## src/rtl/axil_pkg.sv

```systemverilog
// Shared AXI-Lite definitions for the read and write slaves: response codes,
// write-path FSM states and the bus data width.
package axil_pkg;

  localparam int AXIL_DATA_W = 32;

  typedef enum logic [1:0] {
    RESP_OKAY   = 2'b00,
    RESP_DECERR = 2'b11
  } resp_t;

  typedef enum logic [1:0] {
    IDLE,
    WRITE,
    RESP
  } wr_state_t;

endpackage

```

## src/rtl/axil_regfile.sv

```systemverilog
// Word-addressed register file with byte-enable write port, synchronous
// clear-to-zero and a combinational read port.
module axil_regfile #(
  parameter int DEPTH  = 16,
  parameter int DATA_W = 32,
  parameter int IDX_W  = $clog2(DEPTH)
) (
  input  logic                clk,
  input  logic                rst,
  input  logic                we,
  input  logic [IDX_W-1:0]    waddr,
  input  logic [DATA_W-1:0]   wdata,
  input  logic [DATA_W/8-1:0] wbe,
  input  logic [IDX_W-1:0]    raddr,
  output logic [DATA_W-1:0]   rdata
);

  logic [DATA_W-1:0] mem [DEPTH];

  always_ff @(posedge clk) begin
    if (rst) begin
      for (int i = 0; i < DEPTH; i++) mem[i] <= '0;
    end else if (we) begin
      for (int b = 0; b < DATA_W/8; b++) begin
        if (wbe[b]) mem[waddr][8*b +: 8] <= wdata[8*b +: 8];
      end
    end
  end

  assign rdata = mem[raddr];

endmodule

```

## src/rtl/axil_wr_slave.sv

```systemverilog
// AXI-Lite write responder: captures AW and W independently, commits in one
// WRITE cycle, then holds B until accepted. Option: AXIL_WR_SLAVE_WSTRB_EN.
module axil_wr_slave
  import axil_pkg::*;
#(
  parameter int DEPTH  = 16,
  parameter int ADDR_W = 32,
  parameter int DATA_W = AXIL_DATA_W
) (
  input  logic                s_axi_aclk,
  input  logic                s_axi_areset,
  input  logic                s_axi_awvalid,
  output logic                s_axi_awready,
  input  logic [ADDR_W-1:0]   s_axi_awaddr,
  input  logic                s_axi_wvalid,
  output logic                s_axi_wready,
  input  logic [DATA_W-1:0]   s_axi_wdata,
  input  logic [DATA_W/8-1:0] s_axi_wstrb,
  output logic                s_axi_bvalid,
  input  logic                s_axi_bready,
  output logic [1:0]          s_axi_bresp,
  input  logic [3:0]          dbg_addr,
  output logic [DATA_W-1:0]   dbg_rdata
);

  localparam int IDX_W = $clog2(DEPTH);

  wr_state_t             state, state_nxt;
  logic                  aw_held, w_held;
  logic [ADDR_W-1:0]     addr_q;
  logic [DATA_W-1:0]     data_q;
  logic [DATA_W/8-1:0]   wbe;
  resp_t                 bresp_q;
  logic                  aw_hs, w_hs, b_hs;
  logic                  addr_ok, commit;

  assign aw_hs   = s_axi_awvalid && s_axi_awready;
  assign w_hs    = s_axi_wvalid && s_axi_wready;
  assign b_hs    = s_axi_bvalid && s_axi_bready;
  // Full-width compare so out-of-range addresses never alias onto a valid word.
  assign addr_ok = addr_q < ADDR_W'(DEPTH);
  assign commit  = (state == WRITE) && addr_ok;

`ifdef AXIL_WR_SLAVE_WSTRB_EN
  logic [DATA_W/8-1:0] strb_q;
  always_ff @(posedge s_axi_aclk) begin
    if (w_hs) strb_q <= s_axi_wstrb;
  end
  assign wbe = strb_q;
`else
  logic unused_wstrb;
  assign unused_wstrb = ^s_axi_wstrb;
  assign wbe = '1;
`endif

  always_ff @(posedge s_axi_aclk) begin
    if (s_axi_areset) state <= IDLE;
    else              state <= state_nxt;
  end

  always_comb begin
    state_nxt = state;
    case (state)
      IDLE:    if ((aw_held || aw_hs) && (w_held || w_hs)) state_nxt = WRITE;
      WRITE:   state_nxt = RESP;
      RESP:    if (b_hs) state_nxt = IDLE;
      default: state_nxt = IDLE;
    endcase
  end

  always_ff @(posedge s_axi_aclk) begin
    if (s_axi_areset) begin
      s_axi_awready <= 1'b0;
      s_axi_wready  <= 1'b0;
      aw_held       <= 1'b0;
      w_held        <= 1'b0;
      s_axi_bvalid  <= 1'b0;
      bresp_q       <= RESP_OKAY;
    end else begin
      s_axi_awready <= (state == IDLE) && !aw_held && s_axi_awvalid && !s_axi_awready;
      s_axi_wready  <= (state == IDLE) && !w_held && s_axi_wvalid && !s_axi_wready;
      if (aw_hs) aw_held <= 1'b1;
      if (w_hs)  w_held  <= 1'b1;
      if (state == WRITE) begin
        s_axi_bvalid <= 1'b1;
        bresp_q      <= addr_ok ? RESP_OKAY : RESP_DECERR;
      end else if (b_hs) begin
        s_axi_bvalid <= 1'b0;
        bresp_q      <= RESP_OKAY;
        aw_held      <= 1'b0;
        w_held       <= 1'b0;
      end
    end
  end

  always_ff @(posedge s_axi_aclk) begin
    if (aw_hs) addr_q <= s_axi_awaddr;
    if (w_hs)  data_q <= s_axi_wdata;
  end

  assign s_axi_bresp = bresp_q;

  axil_regfile #(
    .DEPTH  (DEPTH),
    .DATA_W (DATA_W),
    .IDX_W  (IDX_W)
  ) u_regfile (
    .clk   (s_axi_aclk),
    .rst   (s_axi_areset),
    .we    (commit),
    .waddr (addr_q[IDX_W-1:0]),
    .wdata (data_q),
    .wbe   (wbe),
    .raddr (IDX_W'(dbg_addr)),
    .rdata (dbg_rdata)
  );

endmodule

```

## config.mk

```make
export PLATFORM = sky130hd
export DESIGN_NAME = axil_wr_slave
export DESIGN_NICKNAME = d
export VERILOG_FILES = /design/src/rtl/axil_pkg.sv /design/src/rtl/axil_regfile.sv /design/src/rtl/axil_wr_slave.sv
export SDC_FILE = /design/constraint.sdc
export NUM_CORES = 1
export LEC_CHECK = 0
export ABC_AREA = 1
export CORE_MARGIN = 2
export CORE_UTILIZATION = 50
export DETAILED_ROUTE_END_ITERATION = 8
export PLACE_DENSITY_LB_ADDON = 0.25
export SYNTH_ARGS = -nofsm -noshare
export SYNTH_HDL_FRONTEND = slang
export SYNTH_SLANG_ARGS = --single-unit
```

## constraint.sdc

```tcl
create_clock -name s_axi_aclk -period 2.5 [get_ports s_axi_aclk]
set_input_delay 0.375 -clock s_axi_aclk [delete_from_list [all_inputs] [get_ports s_axi_aclk]]
set_output_delay 0.375 -clock s_axi_aclk [all_outputs]
set_load 0.01 [all_outputs]
```

# Word-level counts from Yosys, hierarchy flattened
# Memory sizes are Yosys's and may differ from the RTL's.
# Index checks and enable logic that the tools add are counted.
# word_totals
reg_bits	73
ram_bits	512
input_bits	77
output_inout_bits	37
elab_cells	57
memories	1
# op_classes
magnitude_cmp	1
eq_ne	4
n_mux	21
n_reduce_logical	21
# mem_list
memory	words	width	read_ports	rd_clocked_by_memory_dff	wr	line_no	text
u_regfile.mem	16	32	1	0	16	axil_regfile.sv:18	logic [DATA_W-1:0] mem [DEPTH];
# ops
operator	count
$lt 32x5->1 const B	1
$mux 32	1
$reduce_or 32->1	1
$mux 1	14
$logic_and 1x1->1	11
$mux 2	4
$pmux 2 s3	1
$logic_not 1->1	4
$mux 4	1
$ne 2x2->1 const B	2
$eq 2x1->1 const B	1
$eq 2x2->1 const B	1
$logic_not 2->1	1
$logic_or 1x1->1	2
$reduce_and 2->1	1
$reduce_bool 2->1	1

# Logic depth before layout (Yosys ltp)
# Gate-level depths: netlist of run 1.
# logic_depth
depth_word	7
mapped_depth	9
ltp_nobuf	7

# Hierarchy
# A second synthesis of run 1 with hierarchy kept.
# hier_totals
hier_cells	2946
hier_area_um2	27106.0
# modules_own_cells
mod	instances	cells_per_inst	area_each_um2	seq_area_each_um2
axil_regfile	1	2813	24771.3	15374.7
axil_wr_slave	1	133	2334.7	2082.0

# Least setup slack after synthesis of run 1
# No wires, ideal clock.
# synth_path
path_kind	register to register
start	register addr_q[12]
end	memory u_regfile.mem[5][0], enable pin
setup_ps	389
t_arrival_ps	2014
required_time_ps	2111
slack_ps	96
stages_incl_launch_ff	10
n_path_buf	2
synth_period_minus_slack_ps	2404
path_cell_list	edfxtp_1 -> nor2_1 -> nand2_1 -> nor2_1 -> nand2_1 -> nor2_4 -> buf_12 -> nand3_4 -> buf_6 -> nand2_1
# synth_rtl
element	line_no	text
start: declaration	axil_wr_slave.sv:30	logic [ADDR_W-1:0] addr_q;
start signal: assignment	axil_wr_slave.sv:97	if (aw_hs) addr_q <= s_axi_awaddr;
end: declaration	axil_regfile.sv:18	

# Worst setup path in the final report of run 1
# layout_path
start	memory u_regfile.mem[9][6]
end	output port dbg_rdata[6]
# layout_via
elab_chain_cells	1
# layout_rtl
element	line_no	text
$mem_v2 16x32	n/a	
end: declaration	axil_wr_slave.sv:23	output logic [DATA_W-1:0] dbg_rdata
# Every way passes these cells.

==> results of run 1 <==
[worst register-to-register path, cell delays in order (launching register included)]
cell and delay, ns:
sky130_fd_sc_hd__edfxtp_1 0.37, sky130_fd_sc_hd__nor2_1 0.11, sky130_fd_sc_hd__nand2_1 0.06, sky130_fd_sc_hd__nor2_1 0.13
sky130_fd_sc_hd__nand2_1 0.12, sky130_fd_sc_hd__nor2_4 0.12, sky130_fd_sc_hd__buf_12 0.20, sky130_fd_sc_hd__nand3_2 0.13
sky130_fd_sc_hd__nand2_2 0.35, sky130_fd_sc_hd__buf_12 0.23
[cells in the final DEF, fill, tap and decap left out]
master / n
sky130_fd_sc_hd__a21oi_1: 115
sky130_fd_sc_hd__or2_4: 1
sky130_fd_sc_hd__nor3_1: 3
sky130_fd_sc_hd__o21ai_0: 115
sky130_fd_sc_hd__clkbuf_1: 15
sky130_fd_sc_hd__nand3_1: 194
sky130_fd_sc_hd__nand2_1: 196
sky130_fd_sc_hd__o22ai_1: 1
sky130_fd_sc_hd__and2_1: 1
sky130_fd_sc_hd__clkbuf_8: 11
sky130_fd_sc_hd__dfxtp_1: 8
sky130_fd_sc_hd__clkbuf_16: 61
sky130_fd_sc_hd__dlymetal6s2s_1: 20
sky130_fd_sc_hd__buf_12: 48
sky130_fd_sc_hd__o211ai_1: 143
sky130_fd_sc_hd__clkdlybuf4s50_1: 81
sky130_fd_sc_hd__nor2_4: 2
sky130_fd_sc_hd__inv_1: 298
sky130_fd_sc_hd__nand2_2: 19
sky130_fd_sc_hd__clkinv_1: 8
sky130_fd_sc_hd__buf_2: 2
sky130_fd_sc_hd__edfxtp_1: 576
sky130_fd_sc_hd__clkinv_2: 11
sky130_fd_sc_hd__nor2_1: 450
sky130_fd_sc_hd__nand3_4: 9
sky130_fd_sc_hd__nor2_2: 98
sky130_fd_sc_hd__clkinvlp_4: 1
sky130_fd_sc_hd__bufinv_16: 4
sky130_fd_sc_hd__buf_6: 1
sky130_fd_sc_hd__buf_4: 53
sky130_fd_sc_hd__dlygate4sd2_1: 4
sky130_fd_sc_hd__nand3_2: 7
sky130_fd_sc_hd__inv_2: 1
[state kept, by name (all words and copies together) (netlist names)]
register	cells
s_axi_wready	1
state	2
s_axi_awready	1
w_held	1
aw_held	1
u_regfile.mem	512
data_q	32
addr_q	32
s_axi_bvalid	1
s_axi_bresp	1
[repair_timing]
item,4_1_cts,5_1_grt
pin swaps,0,0
buffers inserted,0,0
resized for setup,6,22
setup endpoints to repair,6,22
[final cells by class]
cell class	count	area, sq um
Clock buffer	87	1730
Tap cell	680	851
Multi-Input combinational cell	1354	6640
Clock inverter	23	209
Inverter	300	1130
Sequential cell	584	17500
Timing Repair Buffer	209	2480
Fill cell	4166	21000
[power by group through the flow]
| stage | clock network [W] | registers [W] | logic [W] |
|---|---|---|---|
| 2_1_floorplan | 0 | 0.0113 | 0.000850 |
| 3_3_place_gp | 0 | 0.0113 | 0.00161 |
| 3_5_place_dp | 0 | 0.0113 | 0.00165 |
| 4_1_cts | 0.00894 | 0.0111 | 0.00165 |
| 5_1_grt | 0.00930 | 0.0112 | 0.00178 |
| 6_report | 0.00884 | 0.0111 | 0.00164 |
[routing by layer]
metal / vias up / wire, microns / GRT usage
met3: 130 / 7200 / 0.0507
li1: 8354 / - / -
met1: 8873 / 27900 / 0.362
met4: 0 / 2290 / 0.0886
met5: - / 0 / 0
met2: 912 / 32300 / 0.413
[path summary, 6_finish.rpt]
check,from,end,slack (ns)
max,u_regfile.mem[9][6],dbg_rdata[6],0.06
min,s_axi_wdata[30],data_q[30],0.31
max reg2reg,addr_q[30],u_regfile.mem[4][3],0.40
min reg2reg,w_held,s_axi_wready,0.43
[stage by stage]
stage | setup WS (ns) | hold WS [ns] | util
floorplan | 0.0964 | 0.399 | -
global placement | 0.0548 | 0.412 | 0.553
detailed placement | 0.0461 | 0.419 | 0.553
CTS | 0.00745 | 0.282 | 0.591
global route | 0.00445 | 0.299 | 0.592
finish | 0.0632 | 0.310 | 0.592
[cells by family after synthesis]
logic type / count (synthesis) / share of synthesized area
AND/OR/NAND/NOR: 980 / 0.165
AO/OA/AOI/OAI: 374 / 0.0852
buffers and inverters: 490 / 0.0825
flip-flops: 584 / 0.667
[Yosys cell counts, drive strengths merged]
cell type / instances / share of area
a21oi: 115 / 0.022
and2: 1 / 0.00024
buf: 116 / 0.029
clkbuf: 74 / 0.011
dfxtp: 8 / 0.0061
edfxtp: 576 / 0.66
inv: 300 / 0.043
nand2: 215 / 0.031
nand3: 210 / 0.044
nor2: 550 / 0.089
nor3: 3 / 0.00057
o211ai: 143 / 0.041
o21ai: 115 / 0.022
o22ai: 1 / 0.00024
or2: 1 / 0.00033
==> results.env, run 1 <==
RESULT_OF_THE_RUN='finished clean'
AREA_GROWTH_PCT=16.5
SYNTH.NET_COUNT=2505
INITIAL_UTILIZATION=0.508
WORSTPATHBUFFERINVERTERCOUNT=2
POWER_SWITCHING_W=0.00478
DETAIL_ROUTE.FIRST_PASS.ITERATIONS=5
ROUTED_WIRELENGTH_MM=69.7
COREAREA_SQ_UM=51500
N_ANTENNA_CELL=0
TOTAL_POWER_W=0.0216
TRACK_USAGE=0.261
CRITPATHARRIVALTIME_NS=2.06
POST_DRT_VIA_CELL_RATIO=5.64
YOSYS_WARNINGS=0
CRITPATHCAPTURETYPE='primary output'
SYNTH.AVG_CELL_AREA_SQ_UM=10.8
PLACE.PORT_BUFFERS=109
ROUTABILITYCONGESTION=0.827
TOTAL_LEAKAGE_POWER_nW=12.0
DIE-HEIGHT_MICRONS=233
FINAL_REPORT_HOLD_VIOLATION_COUNT=0
FF2FF_PATH_DEPTH=9
FINAL_CELLS=3237
VDD.IR_DROP.WORST_uV=528
CRIT_PATH_CELL_TRACE='inv_1, a21oi_1, o21ai_0, nand3_1, nand3_1, nand2_1, clkdlybuf4s50_1'
CRITPATHMAXSTAGEDELAY_NS=0.55
DETAILED_PLACE.AREA_SQ_UM=28500
FP.DIEAREA_SQ_UM=54200
FIN_TNS_SETUP_NS=0
CLOCKPOWERSHARE=0.409
SYNTH_CELLS=2428
MAPPEDNETLISTAREA_SQ_UM=26200
CRITPATHREQUIREDTIME_NS=2.12
GRT_OVERFLOW=0
CELLINTERNALPOWER_W=0.0168
CTS_ROOT_BUF='sky130_fd_sc_hd__clkbuf_16'
HTREE_LEVELS=2
CTS-ROOT-TO-SINK-BUFFERS=3
DRC=0
LAYOUT_WORST_PATH_CYCLE_SHARE=0.975
WORST_PIN_SLEW_NS=0.646
CRITPATHMOSTFREQUENTCELL='sky130_fd_sc_hd__nand3_1'
POWER_PER_CELL_AREA_nW_PER_UM2=709
HOLDCRITPATHCLASS='input port to register'
TIMING.CRITICAL_PATH.FROM_TYPE='register'
STDCELL_AREA_SQ_UM=30500
PATH_DEPTH=7
FINAL.SETUP_SKEW_NS=0.0120
CRIT_FANOUT=1
PLACED_CELLS=3127
DETAIL_ROUTE.ITER0.VIOLATIONS=2069
FINAL_NET_COUNT=2586
COMBPWRFRAC=0.076
TIMING_WORST_SETUP_PATH_TYPE='register to primary output'
IOS=114
CLOCK_LATENCY_NS=0.62
ANTENNA_FOUND_INITIAL=2
HOLD-PATH-CELL-COUNT=1
DRV.MAX_CAP_VIOLATION_COUNT=0
SEQ_AREA_FRAC_SYNTH=0.667
MAXCLOCKFREQUENCY_GHz=0.410
POWER_FRAC_SEQ=0.515
GRT_SETUP_UNREPAIRED='no'
NETSWITCHINGFRACTION=0.221
MAX_SLEW_MARGIN=0.569
CTS_SINKS=584
TRITONCTS.NUM_BUFFERS=60
FINALCRITICALPERIOD_NS=2.44
POST_ROUTE_CELLS_DRIVE_ABOVE_1_SHARE=0.129
MAXIMUM_NUMBER_OF_PINS_ON_ONE_NET_BEFORE_GLOBAL_ROUTE_REPAIR=50
DIEWIDTH_MICRONS=233
WL_PER_CELL_MICRONS=21.5
NUM_VIAS=18300
CTS_HOLD_BUF=0
SETUP-VIOLATIONS-FINAL=0
VIAS_IN_THE_FIRST_GLOBAL_ROUTE=17700
WORST_PATH_DOMINANT_CELL_FAMILY='buffers and inverters'
PLACEMENTROWS=83
ROUTE.ANTENNA.REMAINING_NETS=0
CLOCK_TRANSITION_AT_THE_REGISTER_CLOCK_PINS_ON_THE_WORST_SETUP_AND_HOLD_PATHS_AFTER_CTS_NS=0.06
DRV_SLEW=0
GRT_PASS1_WL_MM=104
SYNTH_SEQ_CELLS=584
HPWLAFTERDP_MM=39.2
CRITICAL-PATH-SLOWEST-CELL='sky130_fd_sc_hd__clkdlybuf4s50_1'
SYNTHDISTINCTLIBCELLS=23
CTS_TREE='done'
No activity file was read; power rests on OpenSTA's default activity.
==> inputs of run 2 (changes only) <==
--- a/config.mk
+++ b/config.mk
@@ -9,6 +9,7 @@
 export CORE_MARGIN = 2
 export CORE_UTILIZATION = 50
 export DETAILED_ROUTE_END_ITERATION = 8
+export DONT_BUFFER_PORTS = 1
 export PLACE_DENSITY_LB_ADDON = 0.25
 export SYNTH_ARGS = -nofsm -noshare
 export SYNTH_HDL_FRONTEND = slang
==> results.env, run 2 (synthesized netlist as in run 1, its figures left out) <==
CRIT_FANOUT=242  # was 1
MET2_USAGE=0.415  # was 0.413
ROUTING_LAYER_WITH_THE_TOP_USAGE_IN_GLOBAL_ROUTE='met2'  # unchanged
HPWLAFTERDP_MM=34.8  # was 39.2 mm
DRV.MAX_CAP_VIOLATION_COUNT=0  # unchanged
RESULT_OF_THE_RUN='complete, but fails checks'  # was finished clean
CTS_SINKS=584  # unchanged
MOSTFREQUENTLAYOUTCELL='sky130_fd_sc_hd__edfxtp_1'  # unchanged
FINAL_REPORT_HOLD_VIOLATION_COUNT=0  # unchanged
HOLDCRITPATHCLASS='input port to register'  # unchanged
CRITPATHREQUIREDTIME_NS=2.12  # about the same
TIMING.RR.START='state[0]'  # was addr_q[30]
DIE-HEIGHT_MICRONS=233  # unchanged
POWER_PER_CELL_AREA_nW_PER_UM2=701  # was 709 nW/um^2
PLACEMENTROWS=83  # unchanged
POST_DRT_VIA_CELL_RATIO=5.64  # about the same
WORST-R2R-SETUP-SLACK_NS=0.40  # about the same
HTREE_LEVELS=2  # unchanged
TOTAL_LEAKAGE_POWER_nW=11.2  # was 12.0 nW
CTS-ROOT-TO-SINK-BUFFERS=3  # unchanged
HP-START='s_axi_bready'  # was s_axi_wdata[30]
GRT_USE_MET1=0.339  # was 0.362
N_ANTENNA_CELL=0  # unchanged
CP-STARTPOINT='dbg_addr[1]'  # was u_regfile.mem[9][6]
STDCELL_AREA_SQ_UM=29100  # was 30,500 sq um
TIMING_WORST_SETUP_PATH_TYPE='input port to primary output'  # was register to primary output
LAYOUT_COMMON_CELLS='sky130_fd_sc_hd__edfxtp_1 (576), sky130_fd_sc_hd__nor2_1 (450), sky130_fd_sc_hd__inv_1 (298), sky130_fd_sc_hd__nand2_1 (199), sky130_fd_sc_hd__nand3_1 (194)'  # was sky130_fd_sc_hd__edfxtp_1 (576), sky130_fd_sc_hd__nor2_1 (450), sky130_fd_sc_hd__inv_1 (298), sky130_fd_sc_hd__nand2_1 (196), sky130_fd_sc_hd__nand3_1 (194)
ANTENNA_FOUND_INITIAL=0  # was 2
CTS_TREE='done'  # unchanged
MAX_FLOP_REGISTER='u_regfile.mem'  # unchanged
MAXCLOCKFREQUENCY_GHz=0.394  # was 0.410 GHz
DIEWIDTH_MICRONS=233  # unchanged
VIAS_IN_THE_FIRST_GLOBAL_ROUTE=17400  # was 17,700
TRACK_USAGE=0.251  # was 0.261
GRT_SETUP_UNREPAIRED='no'  # unchanged
FAILED_CHECKS='setup timing'
CTS_ROOT_BUF='sky130_fd_sc_hd__clkbuf_16'  # unchanged
GRT_OVERFLOW=0  # unchanged
CLOCK_TRANSITION_AT_THE_REGISTER_CLOCK_PINS_ON_THE_WORST_SETUP_AND_HOLD_PATHS_AFTER_CTS_NS=0.05  # was 0.06 ns
TIMING.RR.END='u_regfile.mem[8][1]'  # was u_regfile.mem[4][3]
PLACE.PORT_BUFFERS=0  # was 109
DETAIL_ROUTE.ITER0.VIOLATIONS=1989  # was 2,069
BIGGESTREGSBYFLOPS='u_regfile.mem x512, addr_q x32, data_q x32'  # unchanged
MET3_USAGE=0.0387  # was 0.0507
ROUTED_WIRELENGTH_MM=67.4  # was 69.7 mm
FINAL_NET_COUNT=2495  # was 2,586
TIMING.CRITICAL_PATH.FROM_TYPE='input port'  # was register
CRITPATHARRIVALTIME_NS=2.16  # was 2.06 ns
TRITONCTS.NUM_BUFFERS=59  # was 60
DETAILED_PLACE.AREA_SQ_UM=26700  # was 28,500 sq um
SETUP_WS_NS=-0.0394  # was 0.0632 ns
COREAREA_SQ_UM=51500  # unchanged
VDD.IR_DROP.WORST_uV=780  # was 528 uV
CRITPATHCAPTURETYPE='primary output'  # unchanged
DRV_SLEW=0  # unchanged
ROUTABILITYCONGESTION=0.795  # was 0.827
AREA_GROWTH_PCT=11.1  # was 16.5%
WORST_PIN_SLEW_NS=1.34  # was 0.646 ns
MAX_FFS_PER_REGISTER=512  # unchanged
WL_PER_CELL_MICRONS=21.5  # about the same
CLOCK_LATENCY_NS=0.62  # about the same
HOLD-PATH-ENDPOINT='w_held'  # was data_q[30]
FF2FF_PATH_DEPTH=7  # was 9
FINAL.SETUP_SKEW_NS=0.0192  # was 0.0120 ns
MAX_SLEW_MARGIN=0.108  # was 0.569
HOLD-PATH-CELL-COUNT=3  # was 1
SETUP-VIOLATIONS-FINAL=1  # was 0
TOTAL_POWER_W=0.0204  # was 0.0216 W
POST_CTS.RESIZED_INSTANCES=0  # was 6
MAXIMUM_NUMBER_OF_PINS_ON_ONE_NET_BEFORE_GLOBAL_ROUTE_REPAIR=513  # was 50
ROUTE.ANTENNA.REMAINING_NETS=0  # unchanged
IOS=114  # unchanged
POST_ROUTE_CELLS_DRIVE_ABOVE_1_SHARE=0.104  # was 0.129
FP.DIEAREA_SQ_UM=54200  # unchanged
INITIAL_UTILIZATION=0.508  # unchanged
NUM_VIAS=17700  # was 18,300
DRC=0  # unchanged
FINALCRITICALPERIOD_NS=2.54  # was 2.44 ns
LAYOUT_WORST_PATH_CYCLE_SHARE=1.02  # was 0.975
DETAIL_ROUTE.FIRST_PASS.ITERATIONS=5  # unchanged
GRT_PASS1_WL_MM=102  # was 104 mm
run 2: report_power, final:
| group | internal (W) | total, W | switching [W] |
|---|---|---|---|
| clock | 0.00451 | 0.00808 | 0.00357 |
| sequential | 0.0110 | 0.0111 | 0.0000935 |
| combinational | 0.000398 | 0.00116 | 0.000764 |
| total | 0.0160 | 0.0204 | 0.00443 |
run 2: final cells by class:
type,instances,area [sq um]
Clock inverter,26,131
Multi-Input combinational cell,1354,6630
Tap cell,680,851
Clock buffer,78,1590
Sequential cell,584,17500
Timing Repair Buffer,119,1290
Fill cell,4353,22400
Inverter,300,1130
run 2: through the flow:
step                TNS (ns)  setup WS (ns)  instances  hold slack (ns)  utilization
floorplan                  0         0.0964       2428            0.399            -
global placement           0          0.437       2970            0.419        0.518
detailed placement         0          0.413       2970            0.420        0.518
CTS                        0          0.405       3141           0.0254        0.564
global route               0          0.250       3141           0.0763        0.564
finish               -0.0394        -0.0394       3141           0.0497        0.564
run 2: how the worst max path moves through the flow:
stage | slack (ns) | endpoint | cells after the start
after global routing | 0.25 | u_regfile.mem[3][8] | 9
after CTS | 0.40 | u_regfile.mem[3][16] | 9
after detailed placement | 0.41 | u_regfile.mem[3][10] | 9
after floorplan | 0.1 | u_regfile.mem[5][0] | 9
after global placement | 0.44 | u_regfile.mem[3][10] | 9
final | -0.04 | dbg_rdata[18] | 6
run 2: metal layers:
metal	wire length [microns]	share of wire	vias to the layer above
met2	32300	0.48	750
met1	27400	0.41	8680
met3	5610	0.083	129
li1	-	-	8163
met4	2170	0.032	0
met5	0	0	-
run 2: critical path, stage by stage:
cell                       delay, ns
sky130_fd_sc_hd__inv_1          0.54
sky130_fd_sc_hd__buf_4          0.28
sky130_fd_sc_hd__o211ai_1       0.12
sky130_fd_sc_hd__nand3_1        0.15
sky130_fd_sc_hd__nand3_1        0.15
sky130_fd_sc_hd__nand2_1        0.18
run 2: what timing repair did:
action,CTS,global route
setup buffers,0,0
setup endpoints to repair,0,0
endpoints found under the hold margin,67,0
hold buffers,67,0
==> variant 1, RTL diff (settings of run 1) <==
The option `AXIL_WR_SLAVE_WSTRB_EN` is turned on by a define.
--- a/src/rtl/axil_wr_slave.sv
+++ b/src/rtl/axil_wr_slave.sv
@@ -2,2 +2,4 @@
 // WRITE cycle, then holds B until accepted. Option: AXIL_WR_SLAVE_WSTRB_EN.
+`define AXIL_WR_SLAVE_WSTRB_EN
+
 module axil_wr_slave
Function: changed (Yosys sat finds a counterexample within 4 cycles, from zero or initial values and one cycle with s_axi_areset high).
==> variant 1 against run 1 <==
Final area grew 4.4%. Routed wire length is 0.89% lower. Worst hold slack better by 0.0061 ns. Via count increased by 4.2%. Highest routed layer unchanged. Sequential cell count grew 4. Sequential share of layout area is 2.0 points lower. Largest cell class unchanged. Setup slack improved by 0.0046 ns. Area after synthesis up 3.9%. Total power rose by 4.7%.
==> variant 1: results (changes against run 1) <==
[worst_setup_path]
slowest_delay_ns=0.53  ; -0.02 ns
worst_r2r_path_depth=6  ; -3
r2r_end=u_regfile.mem[9][4]$_SDFFCE_PN0P_
reg2reg_slack_ns=0.20  ; -0.20 ns
crit_start=u_regfile.mem[5][26]$_SDFFCE_PN0P_

[detailed_routing]
drtIter0Drc=2050  ; -0.92%
firstDrtPassIters=8  ; +3
route.met2.wl_mm=32.6  ; +0.82%
routed_wl_mm=69.1  ; -0.89%
drt-met1-wl_mm=28.1  ; +0.67%

[placement]
placedCellCount=3256  ; +4.1%
dp_slack_ns=-0.00816  ; -0.0542 ns

[final_layout]
fillers=4415  ; +6.0%
area_growth_pct=17.1
nets=2706  ; +4.6%

[grt]
grtUsageMet1_pct=33.1  ; -3.1 points
grt_use_total_pct=24.6  ; -1.5 points
grt_start_max_net_pins=70  ; +40%
grt_pass1_wl_mm=105  ; +0.48%
grt_pass1_vias=18330  ; +3.4%

[synthesis]
ys_seq_area_share_pct=64.7  ; -2.1 points
yosys-top-cells-count=580 x edfxtp_1, 417 x nor2_1, 301 x inv_1, 259 x nand2_1, 194 x nand3_1
synthCells=2504  ; +3.1%
syn_nets=2581  ; +3.0%

[sta]
fmax_mhz=411  ; +0.19%
skew_ns=0.0227  ; +0.0107 ns

[clocking]
h-tree-depth=3  ; +1

[power]
leakagePower_nw=12.4  ; +2.9%

[outcome]
outcome=finished, final reports clean

variant 1: cell types whose count changed after synthesis, sizes merged, moves of 3 or more:
cell    change
edfxtp      +4
o211ai      -3
clkbuf      +4
inv         +6
nand2      +44
buf        -37
nor2        +7
nand3      +48
variant 1: layout make-up:
cell class | instances | share of cell area, %
sequential | 588 | 55.2
multi-input combinational | 1453 | 24.4
timing repair buffer | 213 | 7.26
clock buffer | 85 | 5.58
inverter | 306 | 3.61
tap | 696 | 2.74
clock inverter | 35 | 1.22
variant 1: power by group:
part           switching (mW)  internal, mW
Sequential             0.0992          11.1
Combinational            1.08         0.573
Clock                    3.98          5.78
variant 1: cells by family (layout without fill, tap and decap cells):
logic type / count (synthesis) / after routing / synth area share [%]
AND/OR/NAND/NOR: 1078 / 1078 / 20.0
flip-flops: 588 / 588 / 64.7
buffers and inverters: 463 / 639 / 7.13
AO/OA/AOI/OAI: 375 / 375 / 8.20
variant 1: worst register-to-register path, cell delays in order, from the launching register on:
cell	delay, ns
edfxtp_1	0.51
inv_2	0.10
nand2_1	0.13
nor2_1	0.48
buf_4	0.24
nand3_2	0.18
nand2_1	0.33
variant 1: worst min-delay path by stage:
stage          slack, ns                  endpoint
2_1_floorplan       0.40  s_axi_awready$_SDFF_PP0_
3_3_place_gp        0.41  s_axi_awready$_SDFF_PP0_
3_5_place_dp        0.42  s_axi_awready$_SDFF_PP0_
4_1_cts             0.29       addr_q[2]$_DFFE_PP_
5_1_grt             0.31      data_q[19]$_DFFE_PP_
6_report            0.32      addr_q[15]$_DFFE_PP_
variant 1: what timing repair did:
action | 4_1_cts | 5_1_grt
endpoints found under the setup margin | 12 | 93
pin swaps | 0 | 8
gates resized for setup | 14 | 46
==> variant 2, RTL diff (settings of run 1) <==
Made on the original files. Re-encode `wr_state_t` (3 states) as one-hot, 3 bits wide.
--- a/src/rtl/axil_pkg.sv
+++ b/src/rtl/axil_pkg.sv
@@ -11,6 +11,6 @@
 
-  typedef enum logic [1:0] {
-    IDLE,
-    WRITE,
-    RESP
+  typedef enum logic [2:0] {
+    IDLE  = 3'b001,
+    WRITE = 3'b010,
+    RESP  = 3'b100
   } wr_state_t;
Formal check against the unedited RTL: same outputs for any inputs over 4 cycles, from zero or initial values and one cycle with s_axi_areset high; so few cycles prove little.
==> variant 2 against run 1 <==
Count of clock-buffer cells in the layout fell by 13. Area after synthesis rose by 0.44%. Largest power group unchanged. Final area fell by 0.47%. Non-clock buffer count fell by 2. Routed wire length fell by 2.5%. Critical path type unchanged. Total power fell by 1.2%. Setup slack improved by 0.027 ns. Sequential cell count rose by 1. Maximum frequency rose by 1.1%. Critical endpoint is now dbg_rdata[9]. Synthesized cell count rose by 0.25%. Worst hold slack got worse by 0.029 ns.
==> variant 2: results (changes against run 1) <==
[final_layout]
bufAreaShareNonClock_pct=7.87  ; -0.25 points
multi_input_gates=1359  ; +0.37%
seq_share_pct=57.6  ; +0.34 points
drive_above_1_share_pct=9.96  ; -2.9 points

[placement]
gp_congestion=0.796  ; -3.7%
place_area_um2=28500  ; about the same
dp_slack_ns=0.0421  ; -0.00401 ns
placedCellCount=3139  ; +0.38%

[detailed_routing]
routed_wl_mm=68.0  ; -2.5%
firstDrtPassIters=6  ; +1
via_per_inst=5.56  ; -1.5%
route.met2.wl_mm=32.4  ; +0.23%
wl_met3_mm=6.20  ; -14%

[synthesis]
yosys-top-cells-count=576 x edfxtp_1, 520 x nor2_1, 298 x inv_1, 218 x nand2_1, 202 x nand3_1
syn_nets=2511  ; +0.24%

[grt]
grt_use_total_pct=25.3  ; -0.80 points
met3_usage_pct=4.47  ; -0.61 points
antenna_found_initial=0  ; -2
grt_start_max_net_pins=80  ; +60%
grtUsageMet1_pct=34.3  ; -1.9 points
grt_pass1_wl_mm=102  ; -2.5%
grtUsageMet2_pct=41.8  ; +0.44 points
grt_pass1_vias=17135  ; -3.3%

[worst_setup_path]
crit_start=u_regfile.mem[1][9]$_SDFFCE_PN0P_

[outcome]
outcome=finished, final reports clean

[worst_hold_path]
hold_start=s_axi_wdata[10]

[clocking]
postCtsResizedCells=16  ; +10
cts_buffers=61  ; +1.7%
clock_latency_ns=0.64  ; +0.02 ns

-- variant 2: cell types whose count changed in the layout (fill, tap and decap cells not counted), sizes merged, moves of 3 or more --
cell / delta
a21oi: -7
clkbuf: -13
clkinv: +12
dlygate4sd2: +6
dlymetal6s2s: -4
nand2: +5
nand3: +3
o211ai: +8
o21ai: -5
-- variant 2: report_power, final --
part	internal, mW	leakage, nW	total (mW)	switching (mW)
combinational	0.632	5.14	1.77	1.14
sequential	11.1	5.94	11.2	0.115
clock	4.66	0.885	8.36	3.71
total	16.4	12.0	21.4	4.96
-- variant 2: final timing paths --
kind | cells past startpoint | slack, ns | to
worst max register to register | 8 | 0.32 | u_regfile.mem[9][0]$_SDFFCE_PN0P_
worst min-delay path | 1 | 0.28 | data_q[10]$_DFFE_PP_
worst min register to register | 1 | 0.43 | s_axi_wready$_SDFF_PP0_
worst max-delay path | 7 | 0.09 | dbg_rdata[9]
